--- src/rtl/grf_wdata_pipe_pkg.sv ---
// Shared encodings for the GRF write-data pipeline: write-source select codes
// and the hard-wired zero register.
package grf_wdata_pipe_pkg;

    localparam int SEL_W = 2;

    localparam logic [SEL_W-1:0] SEL_ANS    = 2'b00;
    localparam logic [SEL_W-1:0] SEL_MEM    = 2'b01;
    localparam logic [SEL_W-1:0] SEL_PCLINK = 2'b10;
    localparam logic [SEL_W-1:0] SEL_RSVD   = 2'b11;

    // Register $0 is never written, so writes to it are never valid in the pipe.
    localparam int REG_ZERO = 0;

endpackage

--- src/rtl/grf_wdata_pipe_stage_reg.sv ---
// Generic write-back pipeline register: valid/addr/data/sel/tnew fields with a
// bubble (clear) control that outranks hold.
module wdata_stage_reg
    import grf_wdata_pipe_pkg::*;
#(
    parameter int DATA_W = 32,
    parameter int ADDR_W = 5,
    parameter int TNEW_W = 2
) (
    input  logic              clk,
    input  logic              reset,
    input  logic              hold,
    input  logic              bubble,
    input  logic              d_valid,
    input  logic [ADDR_W-1:0] d_addr,
    input  logic [DATA_W-1:0] d_data,
    input  logic [SEL_W-1:0]  d_sel,
    input  logic [TNEW_W-1:0] d_tnew,
    output logic              q_valid,
    output logic [ADDR_W-1:0] q_addr,
    output logic [DATA_W-1:0] q_data,
    output logic [SEL_W-1:0]  q_sel,
    output logic [TNEW_W-1:0] q_tnew
);

    always_ff @(posedge clk or posedge reset) begin
        if (reset) begin
            q_valid <= 1'b0;
            q_addr  <= '0;
            q_data  <= '0;
            q_sel   <= '0;
            q_tnew  <= '0;
        end else if (bubble) begin
            q_valid <= 1'b0;
            q_addr  <= '0;
            q_data  <= '0;
            q_sel   <= '0;
            q_tnew  <= '0;
        end else if (!hold) begin
            q_valid <= d_valid;
            q_addr  <= d_addr;
            q_data  <= d_data;
            q_sel   <= d_sel;
            q_tnew  <= d_tnew;
        end
    end

endmodule

--- src/rtl/grf_wdata_pipe.sv ---
// GRF write-data pipeline: resolves the write source in E, carries the write
// through E/M and M/W registers, and exposes Tnew-qualified forwarding per stage.
module grf_wdata_pipe
    import grf_wdata_pipe_pkg::*;
#(
    parameter int DATA_W    = 32,
    parameter int ADDR_W    = 5,
    parameter int TNEW_W    = 2,
    parameter int PC_OFFSET = 8
) (
    input  logic              clk,
    input  logic              reset,
    input  logic              e_valid,
    input  logic [1:0]        e_sel,
    input  logic [DATA_W-1:0] e_ans,
    input  logic [DATA_W-1:0] e_pc,
    input  logic [ADDR_W-1:0] e_waddr,
    input  logic [TNEW_W-1:0] e_tnew,
    input  logic              stall_m,
    input  logic              flush_m,
    input  logic [DATA_W-1:0] m_rdata,
    output logic [ADDR_W-1:0] fwd_m_addr,
    output logic [DATA_W-1:0] fwd_m_data,
    output logic              fwd_m_ready,
    output logic [ADDR_W-1:0] fwd_w_addr,
    output logic [DATA_W-1:0] fwd_w_data,
    output logic              grf_we,
    output logic [ADDR_W-1:0] grf_waddr,
    output logic [DATA_W-1:0] grf_wdata
);

    logic              e_wr_valid;
    logic [DATA_W-1:0] e_data;
    logic [TNEW_W-1:0] e_tnew_next;

    logic              m_valid;
    logic [ADDR_W-1:0] m_waddr;
    logic [DATA_W-1:0] m_data;
    logic [SEL_W-1:0]  m_sel;
    logic [TNEW_W-1:0] m_tnew;
    logic [DATA_W-1:0] m_wdata;

    logic              w_valid;
    logic [ADDR_W-1:0] w_waddr;
    logic [DATA_W-1:0] w_data;
    logic [SEL_W-1:0]  w_sel;
    logic [TNEW_W-1:0] w_tnew;
    logic              unused_w_meta;

    assign e_wr_valid  = e_valid && (e_waddr != ADDR_W'(REG_ZERO));
    assign e_tnew_next = (e_tnew == '0) ? '0 : e_tnew - TNEW_W'(1);

    // Link address wraps modulo 2^DATA_W; the reserved code falls back to ANS.
    always_comb begin
        e_data = e_ans;
        case (e_sel)
            SEL_PCLINK:                  e_data = e_pc + DATA_W'(PC_OFFSET);
            SEL_ANS, SEL_MEM, SEL_RSVD:  e_data = e_ans;
            default:                     e_data = e_ans;
        endcase
    end

    wdata_stage_reg #(
        .DATA_W (DATA_W),
        .ADDR_W (ADDR_W),
        .TNEW_W (TNEW_W)
    ) u_m_stage (
        .clk     (clk),
        .reset   (reset),
        .hold    (stall_m),
        .bubble  (flush_m),
        .d_valid (e_wr_valid),
        .d_addr  (e_waddr),
        .d_data  (e_data),
        .d_sel   (e_sel),
        .d_tnew  (e_tnew_next),
        .q_valid (m_valid),
        .q_addr  (m_waddr),
        .q_data  (m_data),
        .q_sel   (m_sel),
        .q_tnew  (m_tnew)
    );

    assign fwd_m_addr  = m_valid ? m_waddr : '0;
    assign fwd_m_data  = m_data;
    assign fwd_m_ready = m_valid && (m_tnew == '0) && (m_sel != SEL_MEM);

    // Loads pick up the DM read data only as they leave M.
    assign m_wdata = (m_sel == SEL_MEM) ? m_rdata : m_data;

    // A stalled M must not also advance into W, so W takes a bubble instead.
    wdata_stage_reg #(
        .DATA_W (DATA_W),
        .ADDR_W (ADDR_W),
        .TNEW_W (TNEW_W)
    ) u_w_stage (
        .clk     (clk),
        .reset   (reset),
        .hold    (1'b0),
        .bubble  (stall_m | flush_m),
        .d_valid (m_valid),
        .d_addr  (m_waddr),
        .d_data  (m_wdata),
        .d_sel   (m_sel),
        .d_tnew  (TNEW_W'(0)),
        .q_valid (w_valid),
        .q_addr  (w_waddr),
        .q_data  (w_data),
        .q_sel   (w_sel),
        .q_tnew  (w_tnew)
    );

    assign unused_w_meta = ^{w_sel, w_tnew};

    assign grf_we     = w_valid;
    assign grf_waddr  = w_valid ? w_waddr : '0;
    assign grf_wdata  = w_data;
    assign fwd_w_addr = grf_waddr;
    assign fwd_w_data = w_data;

endmodule

--- config.mk ---
export PLATFORM = sky130hd
export DESIGN_NAME = grf_wdata_pipe
export DESIGN_NICKNAME = d
export VERILOG_FILES = /design/src/rtl/grf_wdata_pipe_pkg.sv /design/src/rtl/grf_wdata_pipe_stage_reg.sv /design/src/rtl/grf_wdata_pipe.sv
export SDC_FILE = /design/constraint.sdc
export NUM_CORES = 1
export LEC_CHECK = 0
export CORE_MARGIN = 3
export CORE_UTILIZATION = 40
export DETAILED_ROUTE_END_ITERATION = 12
export DONT_BUFFER_PORTS = 1
export PLACE_DENSITY = 0.65
export SLEW_MARGIN = 20
export SYNTH_ARGS = -nofsm -noshare
export SYNTH_HDL_FRONTEND = slang
export SYNTH_HIERARCHICAL = 1
export SYNTH_SLANG_ARGS = --single-unit
--- constraint.sdc ---
create_clock -name clk -period 3.1 [get_ports clk]
set_input_delay 0.31 -clock clk [delete_from_list [all_inputs] [get_ports clk]]
set_output_delay 0.31 -clock clk [all_outputs]
set_load 0.1 [all_outputs]
After elaboration in Yosys (flattened, before gate mapping)
Cells that the tools add are included.

Register bits: 80. Bits in latches: 0. Bits in writable memories: 0. Bits in read-only memories: 0. Output and inout port bits: 113. Memories: 0.

Add/sub/neg operators: 2. Multiply operators: 0. Divide/modulo/power cells: 0. $lt $le $gt $ge: 0. Eq/ne operators: 6. Shift operators: 0. Muxes and demuxes: 18. Bitwise operators: 1. Reductions and logical operators: 8.

Operator list (count): $mux 32 (4); $pmux 32 s2 (1); $add 32x4->32 const B (1); $mux 5 (5); $mux 2 (5); $logic_not 2->1 (3); $reduce_bool 5->1 (1); $eq 2x1->1 const B (2); $eq 2x2->1 const B (2); $ne 2x1->1 const B (2); $logic_and 1x1->1 (3); $mux 1 (3); $reduce_or 3->1 (1); $sub 2x1->2 const B (1); $or 1x1->1 (1).

Depth between registers and ports, before layout
Gate-level depths: netlist of run 1.

Depth after elaboration: 5. Depth in mapped cells: 7. Gate-level depth less buffers: 7.

Hierarchy
Netlist of run 1, hierarchy kept.

Modules (own cells, without submodules): wdata_stage_reg (times used 2, cells an instance 137, area an instance 1744.2 µm², seq. area each 1051.0 µm²); grf_wdata_pipe (times used 1, cells an instance 262, area an instance 1771.7 µm², seq. area each 0.0 µm²).

Worst setup path after synthesis of run 1
OpenSTA, ideal clock, no wires.

Kind: reg2out. From: register u_m_stage.q_sel[0]. To: output port fwd_m_ready. Data arrival time: 4.001 ns. Required time: 2.790 ns. Path slack: -1.211 ns. Stages on the path, launching flop included: 5. Path buffers: 2. Cell sequence: dfrtp_1 > nor2b_1 > clkbuf_1 > clkbuf_1 > nor4b_1.

Cells in the longest elaborated chain, start to end: 2.

Ends and longest elaborated chain: from (decl) (RTL line grf_wdata_pipe_stage_reg.sv:22) `output logic [SEL_W-1:0] q_sel,`; from (signal assigned) (RTL line grf_wdata_pipe_stage_reg.sv:43) `q_sel <= d_sel;`; $ne 2x1->1 (RTL line grf_wdata_pipe.sv:86) `assign fwd_m_ready = m_valid && (m_tnew == '0) && (m_sel != SEL_MEM);`; $logic_and 1x1->1 (RTL line grf_wdata_pipe.sv:86); to (decl) (RTL line grf_wdata_pipe.sv:24) `output logic fwd_m_ready,`.

No other way between the ends.

Worst setup path after layout of run 1
From: register u_w_stage.q_valid. To: output port grf_waddr[0].

Cells in the longest elaborated chain, start to end: 1.

Ends and longest elaborated chain: from (decl) (RTL line grf_wdata_pipe_stage_reg.sv:19) `output logic q_valid,`; from (signal assigned) (RTL line grf_wdata_pipe_stage_reg.sv:40) `q_valid <= d_valid;`; $mux 5 (RTL line grf_wdata_pipe.sv:116) `assign grf_waddr = w_valid ? w_waddr : '0;`; to (decl) (RTL line grf_wdata_pipe.sv:28) `output logic [ADDR_W-1:0] grf_waddr,`.

No other way between the ends.

==> results of run 1 <==
stage by stage:
step,worst slack (ns),utilization (%)
finish,0.962,42.5
global route,0.908,42.5
CTS,0.942,42.5
detailed placement,1.01,40.2
global placement,1.08,40.2
floorplan,0.207,-
sequential cells by signal, indices dropped and copies added (netlist names):
signal,flops
u_m_stage/q_valid,1
u_w_stage/q_data,32
u_m_stage/q_sel,2
u_m_stage/q_data,32
u_w_stage/q_addr,5
u_m_stage/q_addr,5
u_w_stage/q_valid,1
u_m_stage/q_tnew,2
where the power goes:
part | internal (mW) | switching (mW) | total [mW]
Clock | 0.604 | 0.411 | 1.02
Combinational | 0.139 | 0.181 | 0.319
Sequential | 1.08 | 0.389 | 1.47
final timing paths:
path | from | to | slack, ns | cells after the start
setup / recovery | u_w_stage/q_valid | grf_waddr[0] | 0.96 | 3
hold / removal | reset | u_w_stage/q_addr[2] | -0.01 | 2
setup reg to reg | u_m_stage/q_sel[1] | u_w_stage/q_data[13] | 1.23 | 5
hold reg to reg | u_m_stage/q_data[24] | u_m_stage/q_data[24] | 0.53 | 2
max in group asynchronous | reset | u_m_stage/q_data[7] | 2.48 | 1
min in group clk | flush_m | u_m_stage/q_tnew[1] | 0.05 | 1
final cells by class:
class                      instances  area share [%]
clock buffer                      13            5.18
sequential                        80            39.2
timing repair buffer              13            2.11
antenna                            1          0.0480
multi-input combinational        368            48.7
tap                              168            4.03
clock inverter                     3           0.288
inverter                           6           0.432
worst max-delay path: stages (launching register included):
cell and delay (ns):
dfrtp_1 0.32, buf_4 0.32, and2_2 0.60, buf_12 0.25
per-layer routing:
metal	up-vias	wire length, um	part of all wire, %	global-route usage (%)
met5	-	0	0	0
met4	0	196	1.4	6.44
met3	13	1110	8.1	5.65
met2	155	6470	47	30.1
met1	1784	5900	43	25.0
li1	1681	-	-	-
==> results_dict.tcl, run 1 <==
set metrics [dict create \
    status "finished with violations" \
    violations "hold timing" \
    dp_cells 635 \
    wl_per_cell_um 21.0 \
    fin_area_um2 5210 \
    io_buffers 0 \
    layout-drive-gt1-share_pct 22.6 \
    hold_violations 10 \
    drc 0 \
    drt-total-wl_um 13700 \
    syn_area_um2 5100 \
    grt_pass1_wl_um 21000 \
    avgViaCountPerCell 5.57 \
    finalCritPeriodShare_pct 69.0 \
    cts_resized 0 \
    placed_area_um2 4920 \
    arrival_ns 1.83 \
    grt_pass1_vias 3663 \
    dp_hpwl_um 10200 \
    coreArea_um2 12300 \
    critPathLaunchType "flip-flop" \
    die_w_um 119 \
    h-tree-depth 3 \
    grt_max_degree 44 \
    max_freq_mhz 468 \
    antenna_found_initial 1 \
    nNetsFinal 589 \
    gr-usage-all-layers_pct 19.1 \
    postCtsSetupBuffers 0 \
    syn2layout_area_growth_pct 2.11 \
    crit_type "reg2out" \
    mostFrequentLayoutCells "nor2_1 (94), mux2i_1 (80), dfrtp_1 (48)" \
    rsz0062_at_grt "no" \
    setup_viol 0 \
    syn_avg_cell_area_um2 9.74 \
    totalPowerFinal_mw 2.81 \
    start_util_pct 41.6 \
    cts_buffers 9 \
    fillCellCount 1199 \
    path_max_fanout 7 \
    gr-total-overflow 0 \
    clock_path_buffers 2 \
    dr_total_vias 3633 \
    final_common_cell "nor2_1" \
    peakVddDrop_uv 228 \
    drv_cap 0 \
    final_cells 652 \
    slew_viol_final 0 \
    netlist_instances 524 \
    regArea_um2 2040 \
    min_path_type "in2async" \
    drt_iter0_drc 139 \
    holdWs_ns -0.0113 \
    skew_ns 0.00313 \
    gp_congestion 0.812 \
    clk_pin_slew_worst_paths_ns 0.06 \
    die-area_um2 14200 \
    cts_tree "done" \
    cp-end-kind "output pin" \
    p_per_area_nw_per_um2 538 \
    crit_required_ns 2.79 \
    cts.sinks 80 \
    fin_crit_ns 2.14 \
    tns_ns 0 \
    cts_hold_buf 0 \
    relSlewSlack_pct 31.5 \
    io_pins 223 \
    dr.pass1.iters 4 \
    worst_pin_slew_ns 1.03 \
    multi_input_area_um2 2540 \
    synth_fp_nets 635 \
    yosys_warnings 6 \
    p_leak_nw 2.35 \
    drtAntennaViolNets 0 \
    clkLatencyLatePin_ns 0.33 \
    die_height_um 119 \
    cts_root_buf "clkbuf_16" \
    core.rowCount 40 \
]
No activity file was read; power rests on OpenSTA's default activity.
==> inputs of run 2 (changes only) <==
Settings changed: ABC_AREA from default to 1, PLACE_DENSITY 0.65 to 0.67.
Clock period 3.1 ns to 1.7 ns, I/O delays scaled along.
==> results_dict.tcl, run 2 <==
set metrics [dict create \
    status "finished, final reports clean" \
    crit_type "reg2out" \
    clk_pin_slew_worst_paths_ns 0.06 \
    fillCellCount 1328 \
    rsz0062_at_grt "no" \
    setup_viol 0 \
    syn_area_um2 5480 \
    regArea_um2 2050 \
    drt-total-wl_um 16500 \
    worst_pin_slew_ns 0.585 \
    cts_buffers 9 \
    min_path_type "in2reg" \
    fin_crit_ns 1.57 \
    core.rowCount 42 \
    antenna_cells 0 \
    cts_root_buf "clkbuf_16" \
    die_height_um 123 \
    io_buffers 0 \
    cts.sinks 80 \
    critPathLaunchType "flip-flop" \
    peakVddDrop_uv 424 \
    finalCritPeriodShare_pct 92.1 \
    p_per_area_nw_per_um2 866 \
    relSlewSlack_pct 61.0 \
    coreArea_um2 13300 \
    cts_resized 0 \
    drtAntennaViolNets 0 \
    drt_iter0_drc 333 \
    p_leak_nw 3.61 \
    drv_cap 0 \
    die_w_um 123 \
    avgViaCountPerCell 4.97 \
    antenna_found_initial 0 \
    dr.pass1.iters 5 \
    mostFrequentLayoutCells "nand2_1 (393), nand3_1 (74), buf_4 (58)" \
    slew_viol_final 0 \
    start_util_pct 41.1 \
    max_freq_mhz 639 \
    gr-usage-all-layers_pct 22.2 \
    h-tree-depth 3 \
    drc 0 \
    dr_total_vias 5017 \
    gp_congestion 0.850 \
    gr-total-overflow 0 \
    grt_pass1_wl_um 26100 \
    cp-end-kind "output pin" \
    layout-drive-gt1-share_pct 25.5 \
    skew_ns 0.00794 \
    crit_required_ns 1.53 \
    netlist_instances 785 \
    cts_hold_buf 17 \
    yosys_warnings 6 \
    postCtsSetupBuffers 0 \
    fin_area_um2 6870 \
    synth_fp_nets 896 \
    cts_tree "done" \
    dp_hpwl_um 12000 \
    syn_avg_cell_area_um2 6.98 \
    final_common_cell "nand2_1" \
    multi_input_area_um2 2760 \
    io_pins 223 \
    nNetsFinal 940 \
    die-area_um2 15100 \
    placed_area_um2 6310 \
    clkLatencyLatePin_ns 0.33 \
    post-place-ws_ns 0.275 \
    clock_path_buffers 2 \
    hold_violations 0 \
    top_regs "u_m_stage/q_data x32, u_w_stage/q_data x32" \
    path_max_fanout 8 \
    grt_pass1_vias 4944 \
    fin_ws_ns 0.134 \
    grt_max_degree 43 \
    arrival_ns 1.40 \
    wl_per_cell_um 16.4 \
    syn2layout_area_growth_pct 25.4 \
]
[run 2: path summary, 6_finish.rpt]
kind | start | to | slack (ns) | cells past startpoint
max in group asynchronous | reset | u_w_stage/q_valid | 0.81 | 3
hold reg to reg | u_m_stage/q_addr[3] | u_w_stage/q_addr[3] | 0.52 | 2
setup / recovery | u_m_stage/q_valid | fwd_m_ready | 0.13 | 2
min in group asynchronous | reset | u_m_stage/q_data[18] | 0.30 | 2
setup reg to reg | u_m_stage/q_sel[1] | u_w_stage/q_data[29] | 0.38 | 7
hold / removal | e_tnew[0] | u_m_stage/q_tnew[0] | 0.04 | 3
[run 2: metal layers]
layer | wire length (um) | up-vias | global-route usage, %
li1 | - | 2487 | -
met1 | 7050 | 2295 | 29.1
met2 | 7930 | 215 | 36.3
met3 | 1190 | 20 | 4.39
met4 | 360 | 0 | 8.72
met5 | 0 | - | 0
[run 2: stage by stage]
stage / power, mW / hold slack [ns] / TNS [ns] / cells / utilization (%)
after CTS: 6.00 / 0.0222 / 0 / 1010 / 51.5
after floorplan: 3.19 / 0.280 / -0.147 / 785 / -
after global placement: 3.42 / 0.0277 / 0 / 977 / 47.3
final: 5.95 / 0.0382 / 0 / 1010 / 51.5
after global routing: 6.20 / 0.0474 / 0 / 1010 / 51.5
after detailed placement: 3.43 / 0.0313 / 0 / 977 / 47.3
[run 2: final cells by class]
type,instances,area share (%)
multi-input cells,587,40.2
flip-flops and latches,80,29.8
repair buffers,108,18.6
clock buffers,10,3.33
well taps,176,3.20
inverters,43,2.69
clock inverters,6,2.26
[run 2: worst max-delay path: stages, from the launching register on]
cell and delay (ns):
dfrtp_1 0.54, nor4b_4 0.31, buf_12 0.22
[run 2: report_power, final]
part | internal, mW | total [mW] | leakage (nW) | switching, mW
combinational | 0.321 | 1.38 | 2.39 | 1.06
sequential | 1.99 | 2.08 | 1.03 | 0.0902
clock | 1.73 | 2.50 | 0.187 | 0.770
total | 4.04 | 5.95 | 3.61 | 1.92
